===== config.mk =====
export PLATFORM = sky130hd
export DESIGN_NAME = mem_arb
export DESIGN_NICKNAME = d
export VERILOG_FILES = /design/src/rtl/arb_pkg.sv /design/src/rtl/rr_pick.sv /design/src/rtl/mem_arb.sv
export SDC_FILE = /design/constraint.sdc
export NUM_CORES = 1
export LEC_CHECK = 0
export CELL_PAD_IN_SITES_DETAIL_PLACEMENT = 2
export CELL_PAD_IN_SITES_GLOBAL_PLACEMENT = 2
export CORE_MARGIN = 1.5
export CORE_UTILIZATION = 10
export DETAILED_ROUTE_END_ITERATION = 12
export GPL_TIMING_DRIVEN = 0
export PLACE_DENSITY = 0.79
export SLEW_MARGIN = 20
export SYNTH_ARGS = -nofsm -noshare
export SYNTH_HDL_FRONTEND = slang
export SYNTH_SLANG_ARGS = --single-unit
export TNS_END_PERCENT = 1

===== constraint.sdc =====
create_clock -name clk -period 1.85 [get_ports clk]
set_input_delay 0.37 -clock clk [delete_from_list [all_inputs] [get_ports clk]]
set_output_delay 0.37 -clock clk [all_outputs]
set_load 0.02 [all_outputs]

===== src/rtl/arb_pkg.sv =====
// rtl/arb_pkg.sv - shared types for the memory arbiter
package arb_pkg;

    // FREE: round-robin arbitration each cycle.
    // LOCKED: the owner keeps the memory until it releases or is forced off.
    typedef enum logic [0:0] {
        ARB_FREE   = 1'b0,
        ARB_LOCKED = 1'b1
    } arb_state_e;

endpackage


===== src/rtl/rr_pick.sv =====
// rtl/rr_pick.sv - combinational round-robin picker
// Ports:
//   req  - request vector, one bit per requester
//   ptr  - index where the search starts (highest priority this cycle)
//   gnt  - one-hot grant, zero when no request is set
//   idx  - index of the granted requester (0 when gnt is zero)
module rr_pick #(
    parameter int N     = 2,
    parameter int IDX_W = $clog2(N)
) (
    input  logic [N-1:0]     req,
    input  logic [IDX_W-1:0] ptr,
    output logic [N-1:0]     gnt,
    output logic [IDX_W-1:0] idx
);

    logic [IDX_W:0] cand;

    always_comb begin
        gnt  = '0;
        idx  = '0;
        cand = '0;
        // Walk offsets from farthest to nearest so the nearest hit wins.
        for (int i = N - 1; i >= 0; i--) begin
            cand = {1'b0, ptr} + (IDX_W + 1)'(i);
            if (cand >= (IDX_W + 1)'(N)) begin
                cand = cand - (IDX_W + 1)'(N);
            end
            if (req[cand[IDX_W-1:0]]) begin
                gnt                   = '0;
                gnt[cand[IDX_W-1:0]]  = 1'b1;
                idx                   = cand[IDX_W-1:0];
            end
        end
    end

endmodule


===== src/rtl/mem_arb.sv =====
// rtl/mem_arb.sv - single-cycle memory arbiter with bounded lock
// Ports:
//   clk, rst                 - clock, synchronous active-high reset
//   i_req/i_lock/i_we        - per-requester request, keep-grant, write enable
//   i_addr/i_wdata           - per-requester address and store data
//   o_gnt                    - one-hot-or-zero grant
//   o_rdata                  - load data for the granted requester
//   o_locked                 - high while a lock is held
//   o_mem_we/addr/wdata      - memory-side access
//   i_mem_rdata              - combinational memory read data at o_mem_addr
module mem_arb
    import arb_pkg::*;
#(
    parameter int NUM_REQ    = 2,
    parameter int DATA_WIDTH = 32,
    parameter int ADDR_WIDTH = 3,
    parameter int MAX_LOCK   = 4
) (
    input  logic                                clk,
    input  logic                                rst,
    input  logic [NUM_REQ-1:0]                  i_req,
    input  logic [NUM_REQ-1:0]                  i_lock,
    input  logic [NUM_REQ-1:0]                  i_we,
    input  logic [NUM_REQ-1:0][ADDR_WIDTH-1:0]  i_addr,
    input  logic [NUM_REQ-1:0][DATA_WIDTH-1:0]  i_wdata,
    output logic [NUM_REQ-1:0]                  o_gnt,
    output logic [DATA_WIDTH-1:0]               o_rdata,
    output logic                                o_locked,
    output logic                                o_mem_we,
    output logic [ADDR_WIDTH-1:0]               o_mem_addr,
    output logic [DATA_WIDTH-1:0]               o_mem_wdata,
    input  logic [DATA_WIDTH-1:0]               i_mem_rdata
);

    localparam int IDX_W = $clog2(NUM_REQ);
    localparam int CNT_W = $clog2(MAX_LOCK + 1);

    arb_state_e         state, state_n;
    logic [IDX_W-1:0]   ptr, ptr_n;
    logic [IDX_W-1:0]   owner, owner_n;
    logic [CNT_W-1:0]   lock_cnt, lock_cnt_n;

    logic [NUM_REQ-1:0] pick_gnt;
    logic [IDX_W-1:0]   pick_idx;
    logic [NUM_REQ-1:0] gnt;
    logic [IDX_W-1:0]   gnt_idx;
    logic [NUM_REQ-1:0] owner_mask;
    logic               others_req;
    logic               release_lock;

    function automatic logic [IDX_W-1:0] next_idx(input logic [IDX_W-1:0] k);
        logic [IDX_W-1:0] r;
        if (k == IDX_W'(NUM_REQ - 1)) begin
            r = '0;
        end else begin
            r = k + 1'b1;
        end
        return r;
    endfunction

    rr_pick #(
        .N     (NUM_REQ),
        .IDX_W (IDX_W)
    ) u_rr_pick (
        .req (i_req),
        .ptr (ptr),
        .gnt (pick_gnt),
        .idx (pick_idx)
    );

    always_ff @(posedge clk) begin
        if (rst) begin
            state    <= ARB_FREE;
            ptr      <= '0;
            owner    <= '0;
            lock_cnt <= '0;
        end else begin
            state    <= state_n;
            ptr      <= ptr_n;
            owner    <= owner_n;
            lock_cnt <= lock_cnt_n;
        end
    end

    always_comb begin
        owner_mask        = '0;
        owner_mask[owner] = 1'b1;
        others_req        = |(i_req & ~owner_mask);
    end

    always_comb begin
        state_n      = state;
        ptr_n        = ptr;
        owner_n      = owner;
        lock_cnt_n   = lock_cnt;
        gnt          = '0;
        gnt_idx      = pick_idx;
        release_lock = 1'b0;

        if (!rst) begin
            unique case (state)
                ARB_FREE: begin
                    gnt     = pick_gnt;
                    gnt_idx = pick_idx;
                    if (|pick_gnt) begin
                        if (i_lock[pick_idx]) begin
                            state_n    = ARB_LOCKED;
                            owner_n    = pick_idx;
                            lock_cnt_n = CNT_W'(1);
                        end else begin
                            ptr_n = next_idx(pick_idx);
                        end
                    end
                end
                ARB_LOCKED: begin
                    gnt_idx = owner;
                    if (i_req[owner]) begin
                        gnt[owner] = 1'b1;
                        // Forced release only when the budget is spent and someone else waits.
                        if (i_lock[owner] &&
                            !((lock_cnt >= CNT_W'(MAX_LOCK - 1)) && others_req)) begin
                            if (lock_cnt < CNT_W'(MAX_LOCK)) begin
                                lock_cnt_n = lock_cnt + 1'b1;
                            end
                        end else begin
                            release_lock = 1'b1;
                        end
                    end else begin
                        release_lock = 1'b1;
                    end
                end
                default: begin
                    state_n = ARB_FREE;
                end
            endcase

            if (release_lock) begin
                state_n    = ARB_FREE;
                ptr_n      = next_idx(owner);
                lock_cnt_n = '0;
            end
        end
    end

    always_comb begin
        o_gnt       = gnt;
        o_mem_we    = 1'b0;
        o_mem_addr  = '0;
        o_mem_wdata = '0;
        o_rdata     = '0;
        if (|gnt) begin
            o_mem_we    = i_we[gnt_idx];
            o_mem_addr  = i_addr[gnt_idx];
            o_mem_wdata = i_wdata[gnt_idx];
            o_rdata     = i_mem_rdata;
        end
    end

    assign o_locked = !rst && (state == ARB_LOCKED);

endmodule


; Word-level counts from Yosys, hierarchy flattened
; Cells that the tools add are included.
; W data, S select, Z words.
[word_totals]
reg_bits = 6
inputBits = 110
output_inout_bits = 71
wordCells = 104
[classes]
addsub = 6
n_lt_le_gt_ge = 12
eq_ne = 7
n_mux = 56
bitwise = 3
reduce_logical = 16
[op_table]
columns = operator, count
row1 = $mux W32, 4
row2 = $mux W1, 34
row3 = $mux W3, 8
row4 = $lt A1 B2 Y1 const B, 5
row5 = $ne A2 B1 Y1 const B, 5
row6 = $mux W2, 4
row7 = $reduce_or A2 Y1, 4
row8 = $logic_and A1 B1 Y1, 6
row9 = $pmux W3 S2, 1
row10 = $reduce_and A3 Y1, 2
row11 = $reduce_and A5 Y1, 1
row12 = $ne A2 B2 Y1 const B, 2
row13 = $pmux W2 S2, 1
row14 = $add A3 B1 Y3 const B, 1
row15 = $demux W1 S1, 3
row16 = $ge A1 B1 Y1 const B, 3
row17 = $ge A3 B2 Y1 const B, 1
row18 = $lt A3 B3 Y1 const B, 1
row19 = $add A1 B1 Y1 const B, 2
row20 = $add A1 B1 Y2 const B, 1
row21 = $and A2 B2 Y2, 1
row22 = $ge A1 B2 Y1 const B, 1
row23 = $ge A2 B2 Y1 const B, 1
row24 = $logic_not A1 Y1, 2
row25 = 5 further kinds, 6

; Longest topological paths before layout
[depth]
ltp_word = 16
mapped_depth = 7
mapped_depth_nobuf = 6

; By module
; A second synthesis with hierarchy kept.
[unflattened]
cells_unflattened = 209
area_unflattened_um2 = 1313.8
[modules_own_cells]
columns = mod, n_inst, cells_each, area_per_inst_um2, seq_area_each_um2
row1 = mem_arb, 1, 205, 1287.5, 120.1
row2 = rr_pick, 1, 4, 26.3, 0.0

; Worst setup path after synthesis
; OpenSTA, ideal clock, no wires.
[synth_timing]
path_type = input -> output
startpoint = in i_req[1]
endpoint = out o_mem_addr[0]
arrival_time_ns = 1.522
slack_ns = -0.042
path_stages = 6
n_path_buf = 3
path_cell_list = buf_2 -> a21oi_1 -> a311o_1 -> buf_4 -> buf_6 -> nor2_1
[synth_via]
elab_chain_len = 9
word_cells_on_any_way = 19
[synth_lines]
columns = element, line_no
row1 = from (decl), mem_arb.sv:21  ; input logic [NUM_REQ-1:0] i_req,
row2 = $mux W1 (implied by the code) (2 in series), rr_pick.sv:29  ; if (req[cand[IDX_W-1:0]]) begin
row3 = $mux W1 (2 in series), rr_pick.sv:29
row4 = $pmux W1 S2, mem_arb.sv:101  ; unique case (state)
row5 = $mux W1, mem_arb.sv:100  ; if (!rst) begin
row6 = $mux W3 (implied by the code) (2 in series), mem_arb.sv:153  ; o_mem_addr = i_addr[gnt_idx];
row7 = $mux W3 (*), mem_arb.sv:151  ; if (|gnt) begin
row8 = to (decl), mem_arb.sv:30  ; output logic [ADDR_WIDTH-1:0] o_mem_addr,
; Every way passes the cells marked *; elsewhere a longest branch is shown, timed or not. The select of a mux whose other input is x is not followed.

; Worst setup path after layout
[layout_timing]
startpoint = reg state
endpoint = out o_mem_wdata[10]
[layout_via]
elab_chain_len = 6
word_cells_on_any_way = 9
[layout_lines]
columns = element, line_no
row1 = from (decl), mem_arb.sv:38  ; arb_state_e state, state_n;
row2 = from (signal assigned), mem_arb.sv:78  ; state <= state_n;
row3 = $not A1 Y1, --
row4 = $pmux W1 S2, mem_arb.sv:101
row5 = $mux W1, mem_arb.sv:100
row6 = $mux W32 (implied by the code) (2 in series), mem_arb.sv:154  ; o_mem_wdata = i_wdata[gnt_idx];
row7 = $mux W32 (*), mem_arb.sv:151
row8 = to (decl), mem_arb.sv:31  ; output logic [DATA_WIDTH-1:0] o_mem_wdata,
; Marked as above.

==> metrics <==
chip width 117.8 um; Peak supply drop 0.2174 mV; first-pass GRT wire length 14640 um; worst min path class flop to flop; RSZ-0062 raised after global routing yes; syn nets 289; share of layout cells above drive strength 1 0.5239; DP Cell Count 529; CTS Sinks 6; Tightest Pin Transition 669.1 ps; WP data required 1480 ps; Buf/Inv on CP 3; CP endpoint kind output port; hold_ws 533.8 ps; drt wl/cell 20.30 um; Routed Antenna Nets 0; Top Metal Used met4; Placer Congestion 0.7752; Hold Crit Depth 2; Max Cap Violations 0; Post-Layout Cell Count 550; Worst Path Max Fanout 8; H-Tree Depth 1; Reg2Reg Depth 6; Yosys cell types 38; CTS tree yes; setup ws final -432.6 ps; status complete, but fails checks; nets 490; clock root buffer clkbuf_16; final hold vios 0; Final Max Slew Viols 0; drt drc 0; CP delay by family, top buffers and inverters; routed wl met3 882 um; clock buffer count from CTS 3; crit-path cells and3b_1 > a31oi_2 > buf_6 > clkbuf_16 > mux2i_1 > nor2_2 > buf_6; Core Rows 41; Max Freq 438.1 MHz; Tmin final 2283 ps; IO Port Bufs 180; Post-CTS Hold Buffers 0; # fillers 1395; DP HPWL 7534 um; most frequent cell on the critical path buf_6; Seq cells post-synth 6; startpoint types flop; PwrDens 443.4 nW/um2; instance count on the critical path 7; R2R Setup Slk -70 ps; # IOs 181; fin crit share 1.234; core area 12720 um2; synthesized cell area 1319 um2; Max clock buf depth 2; antenna violations before repair 2; final setup fails 74; violated checks setup timing; GR Overflow Total 0; Die ar. 13890 um2; number of global-route vias before repair 2449; YS warnings 0; post-synthesis sequential area ratio 0.09108; DR WL met2 6022 um; via-per-instance ratio 3.956; Die Ht 117.8 um; leakage power 1.717 nW; DRT met1 WL 3940 um; total track usage 0.1336; Vias 2176; Rel. slew slack 0.5540; Mapped Cells 177; Initial DRC Count 68; Clock transition at path regs 40 ps; DR pass1 iterations 4; Data arrival, critical path 1910 ps; final clock skew 1.923 ps; most frequent cells in the layout 107 x clkdlybuf4s50_1, 63 x buf_6, 27 x and2_4, 23 x nor2_2, 21 x buf_4; Slowest-stage cell, CP dfxtp_4; commonest non-fill, non-tap cell in the layout clkdlybuf4s50_1; Syn-to-layout area delta 215.4%; Place WS -1220 ps; pin count of the biggest net entering global routing 11; Crit Path Class flop to output port; clock latency on the worst-skew pair 230 ps; Starting Density 0.1037; routed wire length 11170 um; Mean Syn Cell Area 7.451 um2; CP peak stage delay 370 ps
==> timing repair <==
action | 4_1_cts | 5_1_grt
gates cloned | 2 | 3
pin swaps | 3 | 20
setup endpoints to repair | 76 | 76
setup buffers | 10 | 2
gates resized for setup | 459 | 96
==> cell type report <==
type / count / area (um2) / share of cell area
timing repair buffer: 197 / 2057 / 0.4946
buffer: 14 / 205.2 / 0.04934
sequential: 6 / 125.1 / 0.03008
inverter: 4 / 15.01 / 0.003610
clock buffer: 3 / 75.07 / 0.01805
antenna: 2 / 5.005 / 0.001203
tap: 172 / 215.2 / 0.05174
multi-input combinational: 152 / 1461 / 0.3514
==> cells in the mapped netlist <==
cell type,n,area [um2]
a211o_1,1,8.760
a211oi_2,1,12.51
a211oi_4,1,20.02
a21boi_0,1,7.510
a21oi_1,6,30.03
a221oi_2,1,15.01
a311o_1,2,20.02
a311oi_2,1,15.01
a31oi_1,1,6.260
a31oi_2,1,12.51
a32oi_1,1,8.760
and2_1,34,212.7
and3b_1,1,8.760
buf_2,2,10.01
buf_4,1,7.510
buf_6,5,56.30
buf_8,3,45.04
clkbuf_1,1,3.750
clkbuf_2,3,15.01
dfxtp_1,6,120.1
ha_1,2,25.02
inv_1,4,15.01
mux2i_1,36,360.4
nand2_1,2,7.510
nand2b_1,3,18.77
nand3_1,4,20.02
nand4_1,1,6.260
nor2_1,39,146.4
nor3_1,2,10.01
nor3b_1,1,7.510
o2111ai_1,1,8.760
o21ai_0,3,15.01
o21ai_1,1,5.000
o221ai_1,1,8.760
o22ai_1,1,6.260
o2bb2ai_1,1,8.760
or2_1,1,6.260
or4_1,1,7.510
==> through the flow <==
stage	area, um2	util	power [mW]	TNS, ps
3_5_place_dp	3336	0.2622	1.122	-80920
4_1_cts	3736	0.2937	1.645	-16010
5_1_grt	4159	0.3269	1.923	-20560
6_report	4159	0.3269	1.844	-14960
2_1_floorplan	1319	-	0.5981	-1263
3_3_place_gp	3336	0.2622	1.097	-78030
==> power breakdown <==
part / total [mW] / switching, mW / internal, mW / leakage [nW]
Clock: 0.357 / 0.0787 / 0.278 / 0.0370
Sequential: 0.157 / 0.0154 / 0.142 / 0.0502
Combinational: 1.33 / 0.578 / 0.752 / 1.63
Total: 1.84 / 0.672 / 1.17 / 1.72
==> final timing paths <==
| check | end | from |
|---|---|---|
| setup / recovery | o_mem_wdata[10] | state |
| hold / removal | lock_cnt[1] | lock_cnt[1] |
| setup reg to reg | state | lock_cnt[0] |
| hold reg to reg | lock_cnt[1] | lock_cnt[1] |
==> sequential cells by signal, summed over array words and instances, names as in the netlist <==
signal,count
owner,1
state,1
lock_cnt,3
ptr,1
==> metal layers <==
| layer | track usage | vias to the layer above |
|---|---|---|
| met1 | 0.1348 | 1047 |
| met4 | 0.01677 | 0 |
| li1 | - | 1010 |
| met3 | 0.04457 | 18 |
| met5 | 0 | - |
| met2 | 0.2686 | 101 |
==> worst register-to-register path, stage by stage, from the launching register on <==
cell and delay, ps:
dfxtp_1 340, ha_1 220, ha_1 190, a211o_1 290
a21oi_1 410, nor3_1 180, a211oi_2 210
==> cells by family after synthesis <==
logic type      synth area share
simple gates              0.3425
mux                       0.2732
compound gates            0.1584
buf+inv                   0.1157
flops                    0.09109
fa+ha+maj                0.01897
Note: power is estimated with default switching activity, not from simulation.
